### config.mk
export PLATFORM = sky130hd
export DESIGN_NAME = charram_write_arbiter
export DESIGN_NICKNAME = d
export VERILOG_FILES = /design/src/rtl/charram_write_arbiter.sv
export SDC_FILE = /design/constraint.sdc
export NUM_CORES = 1
export LEC_CHECK = 0
export ABC_AREA = 0
export BUFFER_PORTS_ARGS = -buffer_cell sky130_fd_sc_hd__buf_2
export CAP_MARGIN = 20
export CORE_MARGIN = 2
export CORE_UTILIZATION = 54
export CTS_CLUSTER_DIAMETER = 150
export DETAILED_ROUTE_END_ITERATION = 8
export PLACE_DENSITY = 0.75
export SKIP_LAST_GASP = 1
export SLEW_MARGIN = 40
export SYNTH_ARGS = -nofsm -noshare
export SYNTH_HDL_FRONTEND = slang
export SYNTH_SLANG_ARGS = --single-unit
### constraint.sdc
create_clock -name clk -period 2.8 [get_ports clk]
set_input_delay 0.14 -clock clk [delete_from_list [all_inputs] [get_ports clk]]
set_output_delay 0.14 -clock clk [all_outputs]
set_load 0.05 [all_outputs]
### src/rtl/charram_write_arbiter.sv
// Character-RAM write-port arbiter: three byte-stream producers each feed a
// small FIFO, a round-robin arbiter drains them into per-channel screen
// regions, and a clear sequence blanks the whole RAM on request.
module charram_write_arbiter #(
  parameter int unsigned FIFO_DEPTH = 4,
  parameter logic [9:0]  BASE0      = 10'd0,
  parameter logic [9:0]  BASE1      = 10'd80,
  parameter logic [9:0]  BASE2      = 10'd120,
  parameter int unsigned LEN0       = 64,
  parameter int unsigned LEN1       = 16,
  parameter int unsigned LEN2       = 16,
  parameter int unsigned CHAR_DEPTH = 600,
  parameter logic [6:0]  CLR_CHAR   = 7'h20
) (
  input  logic       clk,
  input  logic       rst,
  input  logic       clr_req,
  input  logic       ch0_we,
  input  logic [5:0] ch0_addr,
  input  logic [7:0] ch0_data,
  input  logic       ch1_we,
  input  logic [3:0] ch1_addr,
  input  logic [7:0] ch1_data,
  input  logic       ch2_we,
  input  logic [3:0] ch2_addr,
  input  logic [7:0] ch2_data,
  output logic       ram_we,
  output logic [9:0] ram_addr,
  output logic [6:0] ram_data,
  output logic       busy,
  output logic [2:0] ovf
);

  localparam int unsigned PW = $clog2(FIFO_DEPTH);
  localparam int unsigned CW = $clog2(FIFO_DEPTH + 1);
  localparam int unsigned NW = (CHAR_DEPTH > 1) ? $clog2(CHAR_DEPTH) : 1;
  localparam int unsigned EW = 17;  // {screen address[9:0], character[6:0]}

  typedef enum logic {ST_ARB, ST_CLEAR} state_e;

  // Incoming strobes, already range-checked, relocated and mapped
  logic [2:0]    in_vld;
  logic [EW-1:0] in_ent [3];

  logic [2:0]    cap_vld_q;
  logic [EW-1:0] cap_ent_q [3];

  logic [EW-1:0] mem_q    [3][FIFO_DEPTH];
  logic [PW-1:0] wr_ptr_q [3];
  logic [PW-1:0] rd_ptr_q [3];
  logic [CW-1:0] cnt_q    [3];
  logic [2:0]    ovf_q;

  logic [2:0]    full, nonempty, push, pop, ovf_set;
  logic          gnt_vld;
  logic [1:0]    gnt_idx;
  logic [EW-1:0] gnt_ent;
  int unsigned   scan;

  state_e        state_q;
  logic [1:0]    ptr_q;
  logic [NW-1:0] clr_cnt_q;
  logic          ram_we_q;
  logic [9:0]    ram_addr_q;
  logic [6:0]    ram_data_q;
  logic          busy_q;

  // Filter out-of-range addresses, relocate to screen region, map bit-7 bytes to '?'
  always_comb begin
    in_vld[0] = ch0_we && (32'(ch0_addr) < LEN0);
    in_vld[1] = ch1_we && (32'(ch1_addr) < LEN1);
    in_vld[2] = ch2_we && (32'(ch2_addr) < LEN2);
    in_ent[0] = {BASE0 + 10'(ch0_addr), ch0_data[7] ? 7'h3F : ch0_data[6:0]};
    in_ent[1] = {BASE1 + 10'(ch1_addr), ch1_data[7] ? 7'h3F : ch1_data[6:0]};
    in_ent[2] = {BASE2 + 10'(ch2_addr), ch2_data[7] ? 7'h3F : ch2_data[6:0]};
  end

  // Round-robin grant from ptr_q; suspended while clearing or when a clear starts
  always_comb begin
    gnt_vld = 1'b0;
    gnt_idx = '0;
    scan    = 0;
    for (int unsigned i = 0; i < 3; i++) begin
      nonempty[i] = (cnt_q[i] != '0);
    end
    if (state_q == ST_ARB && !clr_req) begin
      for (int unsigned k = 0; k < 3; k++) begin
        scan = (32'(ptr_q) + k) % 3;
        if (!gnt_vld && nonempty[2'(scan)]) begin
          gnt_vld = 1'b1;
          gnt_idx = 2'(scan);
        end
      end
    end
    pop = '0;
    if (gnt_vld) pop[gnt_idx] = 1'b1;
  end

  // Push acceptance (a full FIFO still accepts when popped the same cycle) and granted entry
  always_comb begin
    gnt_ent = '0;
    for (int unsigned i = 0; i < 3; i++) begin
      full[i]    = (cnt_q[i] == CW'(FIFO_DEPTH));
      push[i]    = cap_vld_q[i] && (!full[i] || pop[i]);
      ovf_set[i] = cap_vld_q[i] && full[i] && !pop[i];
      if (pop[i]) gnt_ent = mem_q[i][rd_ptr_q[i]];
    end
  end

  // Input capture stage, FIFO pointers/occupancy and sticky overflow flags
  always_ff @(posedge clk or negedge rst) begin
    if (!rst) begin
      cap_vld_q <= '0;
      ovf_q     <= '0;
      for (int unsigned i = 0; i < 3; i++) begin
        cap_ent_q[i] <= '0;
        wr_ptr_q[i]  <= '0;
        rd_ptr_q[i]  <= '0;
        cnt_q[i]     <= '0;
      end
    end else begin
      cap_vld_q <= in_vld;
      for (int unsigned i = 0; i < 3; i++) begin
        cap_ent_q[i] <= in_ent[i];
        if (push[i]) wr_ptr_q[i] <= wr_ptr_q[i] + PW'(1);
        if (pop[i])  rd_ptr_q[i] <= rd_ptr_q[i] + PW'(1);
        case ({push[i], pop[i]})
          2'b10:   cnt_q[i] <= cnt_q[i] + CW'(1);
          2'b01:   cnt_q[i] <= cnt_q[i] - CW'(1);
          default: cnt_q[i] <= cnt_q[i];
        endcase
      end
      // A clear request wins over an overflow landing on the same edge
      if (clr_req) ovf_q <= '0;
      else         ovf_q <= ovf_q | ovf_set;
    end
  end

  // FIFO storage; contents are meaningless until pointed at, so no reset
  always_ff @(posedge clk) begin
    for (int unsigned i = 0; i < 3; i++) begin
      if (push[i]) mem_q[i][wr_ptr_q[i]] <= cap_ent_q[i];
    end
  end

  // Arbitrate/clear FSM with registered RAM write port
  always_ff @(posedge clk or negedge rst) begin
    if (!rst) begin
      state_q    <= ST_ARB;
      ptr_q      <= '0;
      clr_cnt_q  <= '0;
      ram_we_q   <= 1'b0;
      ram_addr_q <= '0;
      ram_data_q <= '0;
      busy_q     <= 1'b0;
    end else if (clr_req) begin
      state_q   <= ST_CLEAR;
      clr_cnt_q <= '0;
      ram_we_q  <= 1'b0;
      busy_q    <= 1'b1;
    end else begin
      case (state_q)
        ST_ARB: begin
          ram_we_q <= gnt_vld;
          if (gnt_vld) begin
            ram_addr_q <= gnt_ent[16:7];
            ram_data_q <= gnt_ent[6:0];
            case (gnt_idx)
              2'd0:    ptr_q <= 2'd1;
              2'd1:    ptr_q <= 2'd2;
              default: ptr_q <= 2'd0;
            endcase
          end
        end
        ST_CLEAR: begin
          ram_we_q   <= 1'b1;
          ram_addr_q <= 10'(clr_cnt_q);
          ram_data_q <= CLR_CHAR;
          if (clr_cnt_q == NW'(CHAR_DEPTH - 1)) begin
            state_q   <= ST_ARB;
            busy_q    <= 1'b0;
            clr_cnt_q <= '0;
          end else begin
            clr_cnt_q <= clr_cnt_q + NW'(1);
          end
        end
        default: state_q <= ST_ARB;
      endcase
    end
  end

  assign ram_we   = ram_we_q;
  assign ram_addr = ram_addr_q;
  assign ram_data = ram_data_q;
  assign busy     = busy_q;
  assign ovf      = ovf_q;

endmodule
## Word-level counts from Yosys, hierarchy flattened

Memory sizes are Yosys's and may differ from the RTL's.
Index checks and enable logic that the tools add are counted.

- Register bits: 102
- Memory bits (writable): 180
- Bits of input ports: 44
- Output and inout port bits: 22
- Logic and storage cells: 183
- Memories: 1

- $add $sub $neg: 17
- Div/mod/pow operators: 3
- $lt $le $gt $ge: 14
- Equal/unequal tests: 12
- Multiplexer cells: 66
- Bitwise gates (word level): 9
- Reduce and logical (&&, ||, !) cells: 40

Memories:

| memory | words | width | rd ports | clocked after memory_dff | write ports | RTL line | RTL |
|---|---|---|---|---|---|---|---|
| mem_q | 3 | 60 | 3 | 0 | 3 | 48 | `logic [EW-1:0] mem_q [3][FIFO_DEPTH];` |

Operators by type and width:

| cell | number |
|---|---|
| two-way mux 17 bit | 12 |
| two-way mux 68 bit | 3 |
| binary-select mux 17 bit (select 2 bit) | 3 |
| demux 17 bit (select 2 bit) | 3 |
| remainder unit 32 x 2 -> 32 bit (second input constant) | 2 |
| two-way mux 10 bit | 4 |
| remainder unit 2 x 2 -> 32 bit (second input constant) | 1 |
| two-way mux 7 bit | 4 |
| two-way mux 1 bit | 20 |
| case mux 10 bit (2 select lines) | 1 |
| greater-or-equal comparator 3 bit (second input constant) | 6 |
| inverter 2 -> 3 bit | 6 |
| case mux 3 bit (2 select lines) | 3 |
| adder 7 x 4 -> 8 bit (first input constant) | 2 |
| logical AND 1 bit | 16 |
| case mux 7 bit (2 select lines) | 1 |
| adder 2 x 1 -> 2 bit (second input constant) | 6 |
| less-than comparator 2 x 3 -> 1 bit (second input constant) | 4 |
| adder 10 x 1 -> 10 bit (second input constant) | 1 |
| == test 10 bit (second input constant) | 1 |
| nonzero test 2 bit | 5 |
| adder 3 x 1 -> 3 bit (second input constant) | 3 |
| == test 3 bit (second input constant) | 3 |
| logical NOT 1 bit | 9 |
| other kinds (21) | 42 |

## Logic depth before layout (Yosys ltp)

- Depth in word-level cells: 23
- Gate-level depth with buffers: 14

## Worst setup path after synthesis

OpenSTA, ideal clock, no wires.

- Kind: reg-to-reg
- From: reg ptr_q[0]
- To: reg cnt_q[2] (netlist bit)
- Arrival time: 2.835 ns
- Data required time: 2.677 ns
- Setup slack: -0.157 ns
- Stages on the path, launching flop included: 13
- Period minus slack after synthesis: 2.957 ns
- Cells stage by stage: dfrtp_1 -> inv_1 -> ha_1 -> buf_2 -> nand2b_1 -> nor2_1 -> nand4_1 -> a21oi_2 -> buf_4 -> nand2_1 -> fa_1 -> or4_1 -> o2bb2ai_1

- Longest elaborated chain between the ends: 22
- Elaborated cells on any way between the ends: 37
- Classes of those cells: add/sub (2); div (3); order compare (2); eq/ne (2); mux (20); reduce/logical (8)

Ends and longest elaborated chain:

| element | RTL line | RTL |
|---|---|---|
| from (decl) | 61 | `logic [1:0] ptr_q;` |
| from (signal assigned) | 150 | `ptr_q <= '0;` |
| from (signal assigned) | 169 | `2'd0: ptr_q <= 2'd1;` |
| from (signal assigned) | 170 | `2'd1: ptr_q <= 2'd2;` |
| branches (longest 17 deep; another with remainder unit 32 x 2 -> 32 bit) | - |  |
| two-way mux 3 bit * | 96 | `if (gnt_vld) pop[gnt_idx] = 1'b1;` |
| logical OR 1 bit | 104 | `push[i] = cap_vld_q[i] && (!full[i] \|\| pop[i]);` |
| logical AND 1 bit | 104 |  |
| == test 2 x 1 -> 1 bit or == test 2 bit (tied branches) | 127 | `case ({push[i], pop[i]})` |
| case mux 3 bit (2 select lines) or nonzero test 2 bit (tied branches) | - |  |
| to (signal, indexed assignment) | 128 | `2'b10: cnt_q[i] <= cnt_q[i] + CW'(1);` |
| to (signal, indexed assignment) | 129 | `2'b01: cnt_q[i] <= cnt_q[i] - CW'(1);` |
| to (signal, indexed assignment) | 130 | `default: cnt_q[i] <= cnt_q[i];` |
| to (decl) | 51 | `logic [CW-1:0] cnt_q [3];` |

Mark *: on every way between the ends. The select of a mux whose other input is x is not followed.
A chain may end at the register's enable or synchronous reset.

## Worst setup path in the final report

- From: reg ptr_q[0]
- To: reg cnt_q[7] (netlist bit)

The elaborated chain is that of the path after synthesis.

==> Implementation_results.wiki <==
{| class="wikitable"
! Metric !! Value
|-
| Synth unique cells || 69
|-
| Share of cells above drive strength 1 || 30.6%
|-
| Wire length of the first global-routing pass || 34900 um
|-
| Pin count of the biggest net entering global routing || 56
|-
| GRT Resource Usage Total || 22.8%
|-
| Relative contribution of combinational cells to total power || 20.1%
|-
| Maximum level of the CTS H-tree || 1
|-
| Switching power as a share of total power || 26.3%
|-
| CTS clock-pin slew for the worst setup and hold paths || 0.06 ns
|-
| Proportion of synthesized flip-flops having asynchronous set or reset || 39.3%
|-
| Post-Route Skew || 0.0158 ns
|-
| Pre-CTS worst setup slack || -0.0367 ns
|-
| Skew-Pair Late Insertion Delay || 0.52 ns
|-
| Number of port buffers || 65
|-
| Final Power || 10.2 mW
|-
| Via count of the first global-routing pass || 6381
|-
| LEAKAGE || 4.90 nW
|-
| Data arrival time of the critical path || 3.12 ns
|-
| Standard-cell rows || 49
|-
| Worst-path maximum fanout || 9
|-
| Final setup violation count || 0
|-
| Clock buffer count from CTS || 24
|-
| Post-Synthesis Cell Area || 10100 sq um
|-
| Remaining routing DRC violations || 0
|-
| CP Launch Type || register
|-
| Synthesized flop and latch total || 244
|-
| Number of nets with antenna violations after routing || 0
|-
| Time the worst path needs with I/O delays and setup || 2.73 ns
|-
| Register share of total power || 46.0%
|-
| Setup repair after global routing missed its margin || true
|-
| Result of the run || completed
|-
| Total wirelength of the detailed-routed design || 21600 um
|-
| Die height || 140 um
|-
| Number of antenna violations at the first check in global routing || 0
|-
| Weighted congestion reported at the end of routability-driven placement || 0.880
|-
| Library cell used as clock root buffer || clkbuf_16
|-
| Number of synthesized flops with an enable pin || 148
|-
| CTS tree || built
|-
| Mean routed wirelength per cell || 20.1 um
|-
| Leading cell type in the layout, fill and taps excluded || edfxtp_1
|-
| GRT overflow || 0
|-
| NetSw || 2.70 mW
|-
| Cell internal pwr || 7.55 mW
|-
| Crit end category || register
|-
| PnR worst setup slack || 0.0714 ns
|-
| Ant. Diodes || 0
|-
| Area of the core || 18100 sq um
|-
| TritonRoute pass-1 iters || 7
|-
| Total of max-cap violations || 0
|-
| Sequential-to-total area share from yosys stat || 68.1%
|-
| # nets final || 891
|-
| Total half-perimeter wirelength after legalization and detailed placement || 14200 um
|-
| Share of power burned in the clock network || 33.9%
|-
| Class of the worst hold path || in2async
|-
| Cells after Synth || 641
|-
| Final-layout setup total negative slack || 0 ns
|-
| Clock sinks || 244
|-
| Most frequently used flop master after synthesis || edfxtp_1
|-
| Boundary Pins || 66
|-
| Final period utilization || 97.5%
|-
| Average instance area after synthesis || 15.7 sq um
|-
| Cell area reported after detailed placement || 11100 sq um
|-
| Number of vias after detailed routing || 6124
|-
| Cell taking the most area after synthesis || edfxtp_1
|-
| Classification of the worst setup path || reg2reg
|-
| Top-area cell type share of the netlist area || 44.2%
|-
| Final instance area || 12800 sq um
|-
| Synth area leaders || edfxtp_1 (44%), dfrtp_1 (24%), mux4_2 (8.3%), ha_1 (2.0%), nand2_1 (1.3%)
|-
| Pwr dens || 802 nW/um^2
|-
| Peak supply drop || 0.499 mV
|-
| Count of final hold-check violations || 0
|-
| Number of DRC violations after detailed-routing iteration 0 || 364
|-
| Total nets after synthesis || 704
|-
| Commonest non-fill, non-tap cells in the layout || edfxtp_1 (148), dfrtp_1 (94), buf_2 (64)
|-
| Area growth from synthesis to layout || 27.0%
|-
| Yosys warns || 0
|-
| Die ar. || 19700 sq um
|-
| CP Data Required Time || 3.19 ns
|-
| Horizontal die dimension || 140 um
|-
| Max Transition Viols Final || 0
|-
| Effective utilization at floorplan || 55.4%
|-
| Fmax achieved || 366 MHz
|-
| Number of buffers on the longest clock path || 3
|-
| Ratio of routed vias to standard cells || 5.70
|}
[timing repair]
item,CTS,global route
resized for setup,1,23
hold endpoints to repair,97,0
setup buffers,4,6
pin swaps,3,10
hold buffers,61,0
gates cloned,0,0
endpoints found under the setup margin,2,63
[worst paths after layout]
| check | from | slack (ns) | end | cells after the start |
|---|---|---|---|---|
| max | ptr_q[0]$_DFFE_PN0P_ | 0.07 | cnt_q[7]$_DFFE_PN0P_ | 11 |
| min | rst | 0.02 | rd_ptr_q[5]$_DFFE_PN0N_ | 2 |
| max reg2reg | ptr_q[0]$_DFFE_PN0P_ | 0.07 | cnt_q[7]$_DFFE_PN0P_ | 11 |
| min reg2reg | cap_ent_q[43]$_DFF_PN0_ | 0.49 | mem_q[0][9]$_DFFE_PP_ | 0 |
| max in group asynchronous | rst | 1.94 | ptr_q[1]$_DFFE_PN0P_ | 4 |
| min in group clk | ch2_we | 0.26 | cap_vld_q[2]$_DFF_PN0_ | 2 |
[cell usage after synthesis (6+ instances only)]
cell	n
nor2_1	35
a22oi_1	6
nand2_1	36
o22ai_1	7
xnor2_1	11
mux4_2	37
clkbuf_1	8
xor2_1	8
o31ai_1	11
nand3_1	8
ha_1	16
or2_2	21
buf_2	9
dfrtp_1	96
o21ai_0	9
nor2b_1	16
mux2i_1	7
a21oi_1	12
edfxtp_1	148
inv_1	21
and2_1	18
nor3_1	8
[per-stage QoR]
step	hold WS (ns)	utilization (%)	instances
after floorplan	-0.156	-	641
after global placement	0.238	61.1	959
after detailed placement	0.243	61.1	959
after CTS	0.243	69.5	1068
after global routing	0.0212	70.4	1075
final	0.0169	70.4	1075
[worst max-delay path, cell delays in order (launching register included)]
cell      delay, ns
dfrtp_1        0.38
buf_4          0.15
ha_4           0.19
nor4b_4        0.14
o211ai_1       0.38
nand4_1        0.20
mux2i_4        0.21
nand2b_1       0.10
fa_2           0.55
nor2_1         0.05
mux2i_1        0.14
mux2i_1        0.10
[routing by layer]
layer / part of all wire [%] / track usage, % / up-vias
met5: 0 / 0 / -
met4: 1.9 / 5.21 / 0
met3: 5.1 / 3.28 / 38
met2: 51 / 39.1 / 189
met1: 42 / 31.7 / 3117
li1: - / - / 2780
[area by class of cell]
cell class / count / area (sq um)
fillers: 1164 / 5370
repair buffers: 184 / 1560
flip-flops and latches: 244 / 6850
clock buffers: 32 / 682
well taps: 229 / 287
clock inverters: 12 / 185
inverters: 23 / 86.3
multi-input cells: 351 / 3130
[registers in the layout, summed over array words and instances, names as in the netlist]
register,flops
rd_ptr_q,6
ram_data,7
ram_we,1
clr_cnt_q,10
cap_vld_q,3
busy,1
ovf,3
cap_ent_q,37
ram_addr,10
cnt_q,9
wr_ptr_q,6
ptr_q,2
state_q,1
mem_q,148
[kinds of logic after synthesis]
kind of cell             synth area share (%)
XOR/XNOR                                 1.65
other                                  0.0373
multiplexers                             9.88
AND/OR/NAND/NOR                          9.11
adder cells (fa/ha/maj)                  2.59
AO/OA/AOI/OAI                            6.67
buffers and inverters                    1.98
flip-flops                               68.1
[power groups by stage]
stage,Clock [mW],Sequential [mW],Combinational [mW]
detailed placement,0,4.76,1.90
global route,3.68,4.76,2.24
global placement,0,4.70,1.80
finish,3.47,4.71,2.06
CTS,3.53,4.70,1.99
floorplan,0,4.75,1.06
Power figures use the tool's default switching activity.
